### src/rtl/wire_pipe_if.sv
// wire_pipe_if: handshake bundle for wire_pipe.
//   in_data/in_valid/in_ready     producer side (valid/ready)
//   out_data/out_valid/out_ready  consumer side (valid/ready)
//   occupancy                     number of valid stages
//   parity_err                    sticky parity error flag
// Modports: slave = the pipe itself, master = the environment driving it.
interface wire_pipe_if #(
    parameter int unsigned WIDTH = 3,
    parameter int unsigned DEPTH = 4
);
    localparam int unsigned OccW = $clog2(DEPTH + 1);

    logic [WIDTH-1:0] in_data;
    logic             in_valid;
    logic             in_ready;
    logic [WIDTH-1:0] out_data;
    logic             out_valid;
    logic             out_ready;
    logic [OccW-1:0]  occupancy;
    logic             parity_err;

    modport slave (
        input  in_data, in_valid, out_ready,
        output in_ready, out_data, out_valid, occupancy, parity_err
    );

    modport master (
        output in_data, in_valid, out_ready,
        input  in_ready, out_data, out_valid, occupancy, parity_err
    );
endinterface

### src/rtl/wire_pipe.sv
// wire_pipe: WIDTH-bit value carried through DEPTH register stages with
// valid/ready flow control. A stage may load whenever it, or any stage
// downstream of it, is empty, so bubbles collapse toward the output while
// the consumer stalls. Order is strictly FIFO.
// Ports:
//   clk   single clock, all state on posedge
//   rst   synchronous active-high reset; flushes every in-flight item
//   pipe  wire_pipe_if.slave (in/out handshakes, occupancy, parity_err)
// Optional feature macro: WIRE_PIPE_PARITY_EN adds a per-stage even-parity
// bit checked on every transfer out; parity_err is sticky until rst.
// Without the macro parity_err is tied to 0.
module wire_pipe #(
    parameter int unsigned WIDTH = 3,
    parameter int unsigned DEPTH = 4
) (
    input logic        clk,
    input logic        rst,
    wire_pipe_if.slave pipe
);
    localparam int unsigned OccW = $clog2(DEPTH + 1);

    logic [DEPTH-1:0][WIDTH-1:0] data_q, data_d;
    logic [DEPTH-1:0]            valid_q, valid_d;
    logic [DEPTH-1:0]            rdy;
    logic [OccW-1:0]             occ_q, occ_d;
    logic                        in_ready;
    logic                        xfer_in, xfer_out;

    // rdy[i] = !v[i] | rdy[i+1] unrolled: stage i may advance when the
    // consumer is ready or any stage from i to the output holds a bubble.
    always_comb begin
        for (int i = 0; i < DEPTH; i++) begin
            rdy[i] = pipe.out_ready;
            for (int j = i; j < DEPTH; j++) begin
                if (!valid_q[j]) begin
                    rdy[i] = 1'b1;
                end
            end
        end
    end

    assign in_ready = rdy[0] & ~rst;
    assign xfer_in  = pipe.in_valid & in_ready;
    assign xfer_out = valid_q[DEPTH-1] & pipe.out_ready;

    // Data only moves with a valid item, so an emptied output stage keeps
    // showing its last value.
    always_comb begin
        data_d  = data_q;
        valid_d = valid_q;
        if (rdy[0]) begin
            valid_d[0] = pipe.in_valid;
            if (pipe.in_valid) begin
                data_d[0] = pipe.in_data;
            end
        end
        for (int i = 1; i < DEPTH; i++) begin
            if (rdy[i]) begin
                valid_d[i] = valid_q[i-1];
                if (valid_q[i-1]) begin
                    data_d[i] = data_q[i-1];
                end
            end
        end
    end

    always_comb begin
        unique case ({xfer_in, xfer_out})
            2'b10:   occ_d = occ_q + 1'b1;
            2'b01:   occ_d = occ_q - 1'b1;
            default: occ_d = occ_q;
        endcase
    end

    always_ff @(posedge clk) begin
        if (rst) begin
            data_q  <= '0;
            valid_q <= '0;
            occ_q   <= '0;
        end else begin
            data_q  <= data_d;
            valid_q <= valid_d;
            occ_q   <= occ_d;
        end
    end

    assign pipe.in_ready  = in_ready;
    assign pipe.out_data  = data_q[DEPTH-1];
    assign pipe.out_valid = valid_q[DEPTH-1];
    assign pipe.occupancy = occ_q;

`ifdef WIRE_PIPE_PARITY_EN
    logic [DEPTH-1:0] par_q, par_d;
    logic             perr_q, perr_d;

    // Parity bits travel in lockstep with the data they were computed from.
    always_comb begin
        par_d = par_q;
        if (rdy[0] && pipe.in_valid) begin
            par_d[0] = ^pipe.in_data;
        end
        for (int i = 1; i < DEPTH; i++) begin
            if (rdy[i] && valid_q[i-1]) begin
                par_d[i] = par_q[i-1];
            end
        end
        perr_d = perr_q | (xfer_out & ((^data_q[DEPTH-1]) != par_q[DEPTH-1]));
    end

    always_ff @(posedge clk) begin
        if (rst) begin
            par_q  <= '0;
            perr_q <= 1'b0;
        end else begin
            par_q  <= par_d;
            perr_q <= perr_d;
        end
    end

    assign pipe.parity_err = perr_q;
`else
    assign pipe.parity_err = 1'b0;
`endif
endmodule

### src/flat_wrapper.sv
// flat-port wrapper written by rule: the top's interface ports become plain ports
module wire_pipe_flat 
#(
    parameter int unsigned WIDTH = 3,
    parameter int unsigned DEPTH = 4
)
  (clk, rst, pipe_in_data, pipe_in_valid, pipe_out_ready, pipe_in_ready, pipe_out_data, pipe_out_valid, pipe_occupancy, pipe_parity_err);
  wire_pipe_if #(.WIDTH(WIDTH), .DEPTH(DEPTH)) pipe_i ();
  input logic clk;
  input logic rst;
  input wire logic [$bits(pipe_i.in_data)-1:0] pipe_in_data;
  input wire logic [$bits(pipe_i.in_valid)-1:0] pipe_in_valid;
  input wire logic [$bits(pipe_i.out_ready)-1:0] pipe_out_ready;
  output wire logic [$bits(pipe_i.in_ready)-1:0] pipe_in_ready;
  output wire logic [$bits(pipe_i.out_data)-1:0] pipe_out_data;
  output wire logic [$bits(pipe_i.out_valid)-1:0] pipe_out_valid;
  output wire logic [$bits(pipe_i.occupancy)-1:0] pipe_occupancy;
  output wire logic [$bits(pipe_i.parity_err)-1:0] pipe_parity_err;
  assign pipe_i.in_data = pipe_in_data;
  assign pipe_i.in_valid = pipe_in_valid;
  assign pipe_i.out_ready = pipe_out_ready;
  assign pipe_in_ready = pipe_i.in_ready;
  assign pipe_out_data = pipe_i.out_data;
  assign pipe_out_valid = pipe_i.out_valid;
  assign pipe_occupancy = pipe_i.occupancy;
  assign pipe_parity_err = pipe_i.parity_err;
  wire_pipe #(.WIDTH(WIDTH), .DEPTH(DEPTH)) u_core (.clk(clk), .rst(rst), .pipe(pipe_i));
endmodule
### config.mk
export PLATFORM = sky130hd
export DESIGN_NAME = wire_pipe_flat
export DESIGN_NICKNAME = d
export VERILOG_FILES = /design/src/rtl/wire_pipe_if.sv /design/src/rtl/wire_pipe.sv /design/src/flat_wrapper.sv
export SDC_FILE = /design/constraint.sdc
export NUM_CORES = 1
export LEC_CHECK = 0
export ABC_AREA = 1
export BUFFER_PORTS_ARGS = -buffer_cell sky130_fd_sc_hd__buf_2
export CORE_ASPECT_RATIO = 1.2
export CORE_MARGIN = 1.5
export CORE_UTILIZATION = 25
export DETAILED_ROUTE_END_ITERATION = 10
export HOLD_SLACK_MARGIN = 0.12
export PLACE_DENSITY = 0.52
export SLEW_MARGIN = 20
export SYNTH_ARGS = -nofsm -noshare
export SYNTH_HDL_FRONTEND = slang
export SYNTH_SLANG_ARGS = --single-unit
### constraint.sdc
create_clock -name clk -period 1.9 [get_ports clk]
set_input_delay 0.38 -clock clk [delete_from_list [all_inputs] [get_ports clk]]
set_output_delay 0.38 -clock clk [all_outputs]
set_load 0.005 [all_outputs]
==> impl_summary.log <==
INFO  metric clock_tree.htree_level_count = 1
INFO  metric antenna_violating_nets_post_route = 0
INFO  metric first_iter_violations = 3
INFO  metric cp-endpoint = u_core.pipe.occupancy[2]$_SDFFE_PP0P_
INFO  metric worst_ep_required_time = 2.14 ns
INFO  metric grt_remaining_overflow = 0
INFO  metric post-place-cells = approximately 150
INFO  metric antenna_found_initial = 0
INFO  metric clk_latency = around 0.29 ns
INFO  metric routed_wl = ~1400 um
INFO  metric async_flop_share = 0%
INFO  metric fin_total_pwr = a little over 0.0007 W
INFO  metric grt_pass1_vias = 525
INFO  metric setup.worst_path.end_class = flip-flop
INFO  metric run_status = finished, final reports clean
INFO  metric netlist.area_leader.share = a little under half
INFO  metric cellLeakagePower = ~0.47 nW
INFO  metric grt_max_degree = 15
INFO  metric most_common_flop_cell_mapped_by_yosys = sky130_fd_sc_hd__dfxtp_1
INFO  metric cts_sinks = 19
INFO  metric worstPathArrival = between 1.5 and 2 ns
INFO  metric hold_ws = just under 0.4 ns
INFO  metric reg2reg_slack = 0.14 ns
INFO  metric first_pass_detailed_route_iteration_total = 2
INFO  metric yosys.cell_count.top_type = sky130_fd_sc_hd__nor2_1
INFO  metric drc = 0
INFO  metric hpwl = 992 um
INFO  metric yosysUniqueCellTypes = 18
INFO  metric r2r-start = u_core.valid_q[3]$_SDFFE_PP0N_
INFO  metric io-pin-count = 16
INFO  metric fin_crit_sh = 92.54%
INFO  metric ys_top_cells_by_area = sky130_fd_sc_hd__dfxtp_1 46%, sky130_fd_sc_hd__nor2_1 14%, sky130_fd_sc_hd__o21ai_0 6.7%
INFO  metric diodes = 0
INFO  metric floorplan.die.height = approximately 66 um
INFO  metric grt_pass1_wl = 2263 um
INFO  metric detail_route.wl_per_cell = 8.747 um
INFO  metric drive_gt1_share = around a quarter
INFO  metric fp.dieArea = 3632 sq um
INFO  metric final_cell_area = between 900 and 1000 sq um
INFO  metric synthTopCellsByCount = 30 x sky130_fd_sc_hd__nor2_1, 19 x sky130_fd_sc_hd__dfxtp_1, 12 x sky130_fd_sc_hd__inv_1
INFO  metric fin_skew = between 0.0007 and 0.0008 ns
INFO  metric place.gp.congestion = ~0.68
INFO  metric final_cells = 158
INFO  metric grt_setup_unrepaired = false
INFO  metric worst-path-max-fanout = 3
INFO  metric grt_util_all_layers = 7.993%
INFO  metric clock-root-buffer = sky130_fd_sc_hd__clkbuf_4
INFO  metric holdCritPathClass = in -> reg
INFO  metric tritoncts = yes
INFO  metric worst-r2r-cell-count = 13
INFO  metric postCtsSetupRepairBufs = 0
INFO  metric clkSlewWorstSetupHoldPaths = approximately 0.11 ns
INFO  metric final.min_clock_period = approximately 1.8 ns
INFO  metric number_of_flops_mapped_to_enable_cells_by_yosys = 0
INFO  metric cap_violations = 0
INFO  metric setup-violations-final = 0
INFO  metric achievable-frequency = around 570 MHz
INFO  metric final-hold-violation-count = 0
INFO  metric synth_top_cell_by_area = sky130_fd_sc_hd__dfxtp_1
INFO  metric syn-instance-count = 106
INFO  metric postSynthAreaPerCell = 7.731 sq um
INFO  metric number_of_max_slew_violations_in_the_final_report = 0
INFO  metric detailed_place.area = a little over 900 sq um
INFO  metric synth.ff_latch_count = 19
INFO  metric via_per_inst = a little under 4
INFO  metric routed-via-count = 625
INFO  metric areaGrowthSynthToFinish = 16.49%
INFO  metric floorplan.die.width = 55.27 um
INFO  metric synth_warnings = 0
INFO  metric ff_to_ff_end = u_core.pipe.occupancy[2]$_SDFFE_PP0P_
INFO  metric cts_resized = 0
INFO  metric path_class = reg -> reg
INFO  metric cts-buffers-inserted = 3
INFO  metric setup.worst_path.start_class = flip-flop
INFO  metric clock_path_buffers = 2
INFO  metric synth.net_count = about 120
INFO  metric ys_seq_area_share = a little under half
INFO  metric cp-startpoint = u_core.valid_q[3]$_SDFFE_PP0N_
INFO  metric synth_area = about 820 sq um
INFO  metric vdd_drop_max = approximately 0.24 mV
INFO  metric power_density = ~750 nW/um^2
INFO  metric core_area = 3083 sq um
INFO  metric cts_hold_bufs = 0
INFO  metric start_util = between 20% and 30%
INFO  metric num_rows = 22
INFO  metric port_buffers = 14
INFO  metric finish.net_count = between 100 and 150
-- worst min path at each step --
stage | slack [ns] | to | cells past startpoint | from
final | 0.39 | u_core.data_q[2]$_SDFFE_PP0P_ | 5 | pipe_in_data[2]
after CTS | 0.36 | u_core.valid_q[1]$_SDFFE_PP0N_ | 3 | rst
after global placement | 0.45 | u_core.pipe.occupancy[2]$_SDFFE_PP0P_ | 2 | u_core.pipe.occupancy[2]$_SDFFE_PP0P_
after global routing | 0.39 | u_core.valid_q[1]$_SDFFE_PP0N_ | 3 | rst
after detailed placement | 0.45 | u_core.pipe.occupancy[2]$_SDFFE_PP0P_ | 2 | u_core.pipe.occupancy[2]$_SDFFE_PP0P_
after floorplan | 0.45 | u_core.data_q[0]$_SDFFE_PP0P_ | 2 | u_core.data_q[0]$_SDFFE_PP0P_
-- kinds of logic (layout without fill, tap and decap cells) --
kind of cell,count (synthesis),after routing,synth area share (%)
xor+xnor,1,1,1.069
buf+inv,19,35,11.14
fa+ha+maj,2,2,3.969
compound gates,18,18,10.99
flops,19,19,46.41
simple gates,46,46,25.95
other cells,1,1,0.4576
-- layout by cell type (no fill, tap or decap), types with 2 or more instances in the layout --
cell,count
sky130_fd_sc_hd__inv_1,12
sky130_fd_sc_hd__clkbuf_4,3
sky130_fd_sc_hd__nand3_1,3
sky130_fd_sc_hd__nor2_1,29
sky130_fd_sc_hd__buf_4,4
sky130_fd_sc_hd__buf_2,14
sky130_fd_sc_hd__nand2_1,8
sky130_fd_sc_hd__a21oi_1,7
sky130_fd_sc_hd__dfxtp_1,19
sky130_fd_sc_hd__o21ai_0,10
sky130_fd_sc_hd__nand2_2,2
-- routing by layer --
layer | wire, um | global-route usage, %
met5 | 0 | 0
met4 | 13 | 5.488
met3 | 48 | 1.772
met2 | 625 | 11.16
met1 | 694 | 10.83
-- flip-flops by register name, summed over array words and instances (netlist names) --
register,count
u_core.pipe.out_data,3
u_core.pipe.occupancy,3
u_core.valid_q,4
u_core.data_q,9
-- power breakdown --
part / internal, W / switching [W]
logic: 0.0000336 / 0.0000401
registers: 0.000419 / 0.0000149
clock network: 0.0000783 / 0.000127
-- worst max-delay path, cell delays in order (launching register included) --
cell	delay (ns)
sky130_fd_sc_hd__dfxtp_1	0.34
sky130_fd_sc_hd__inv_1	0.09
sky130_fd_sc_hd__nor2_4	0.05
sky130_fd_sc_hd__nand4_4	0.05
sky130_fd_sc_hd__inv_1	0.06
sky130_fd_sc_hd__nor2_2	0.10
sky130_fd_sc_hd__nand2_1	0.06
sky130_fd_sc_hd__ha_1	0.21
sky130_fd_sc_hd__fa_2	0.35
sky130_fd_sc_hd__nor2_1	0.09
sky130_fd_sc_hd__nor2_1	0.04
sky130_fd_sc_hd__nand2_1	0.07
sky130_fd_sc_hd__o21ai_0	0.07
sky130_fd_sc_hd__a21oi_1	0.12
-- area by class of cell --
type	instances	area, sq um
fillers	346	2128
clock inverters	1	5.005
repair buffers	18	100.1
clock buffers	3	22.52
inverters	13	48.80
well taps	36	45.04
flip-flops and latches	19	380.4
multi-input cells	68	352.8
-- per-stage QoR --
stage	setup slack [ns]	setup TNS, ns	util (%)
after floorplan	0.1019	0	-
after global placement	-0.001350	-0.001350	29.91
after detailed placement	-0.01592	-0.01592	29.91
after CTS	0.05974	0	30.80
after global routing	0.01895	0	30.97
final	0.1417	0	30.97
(Power assumes the default switching activity.)
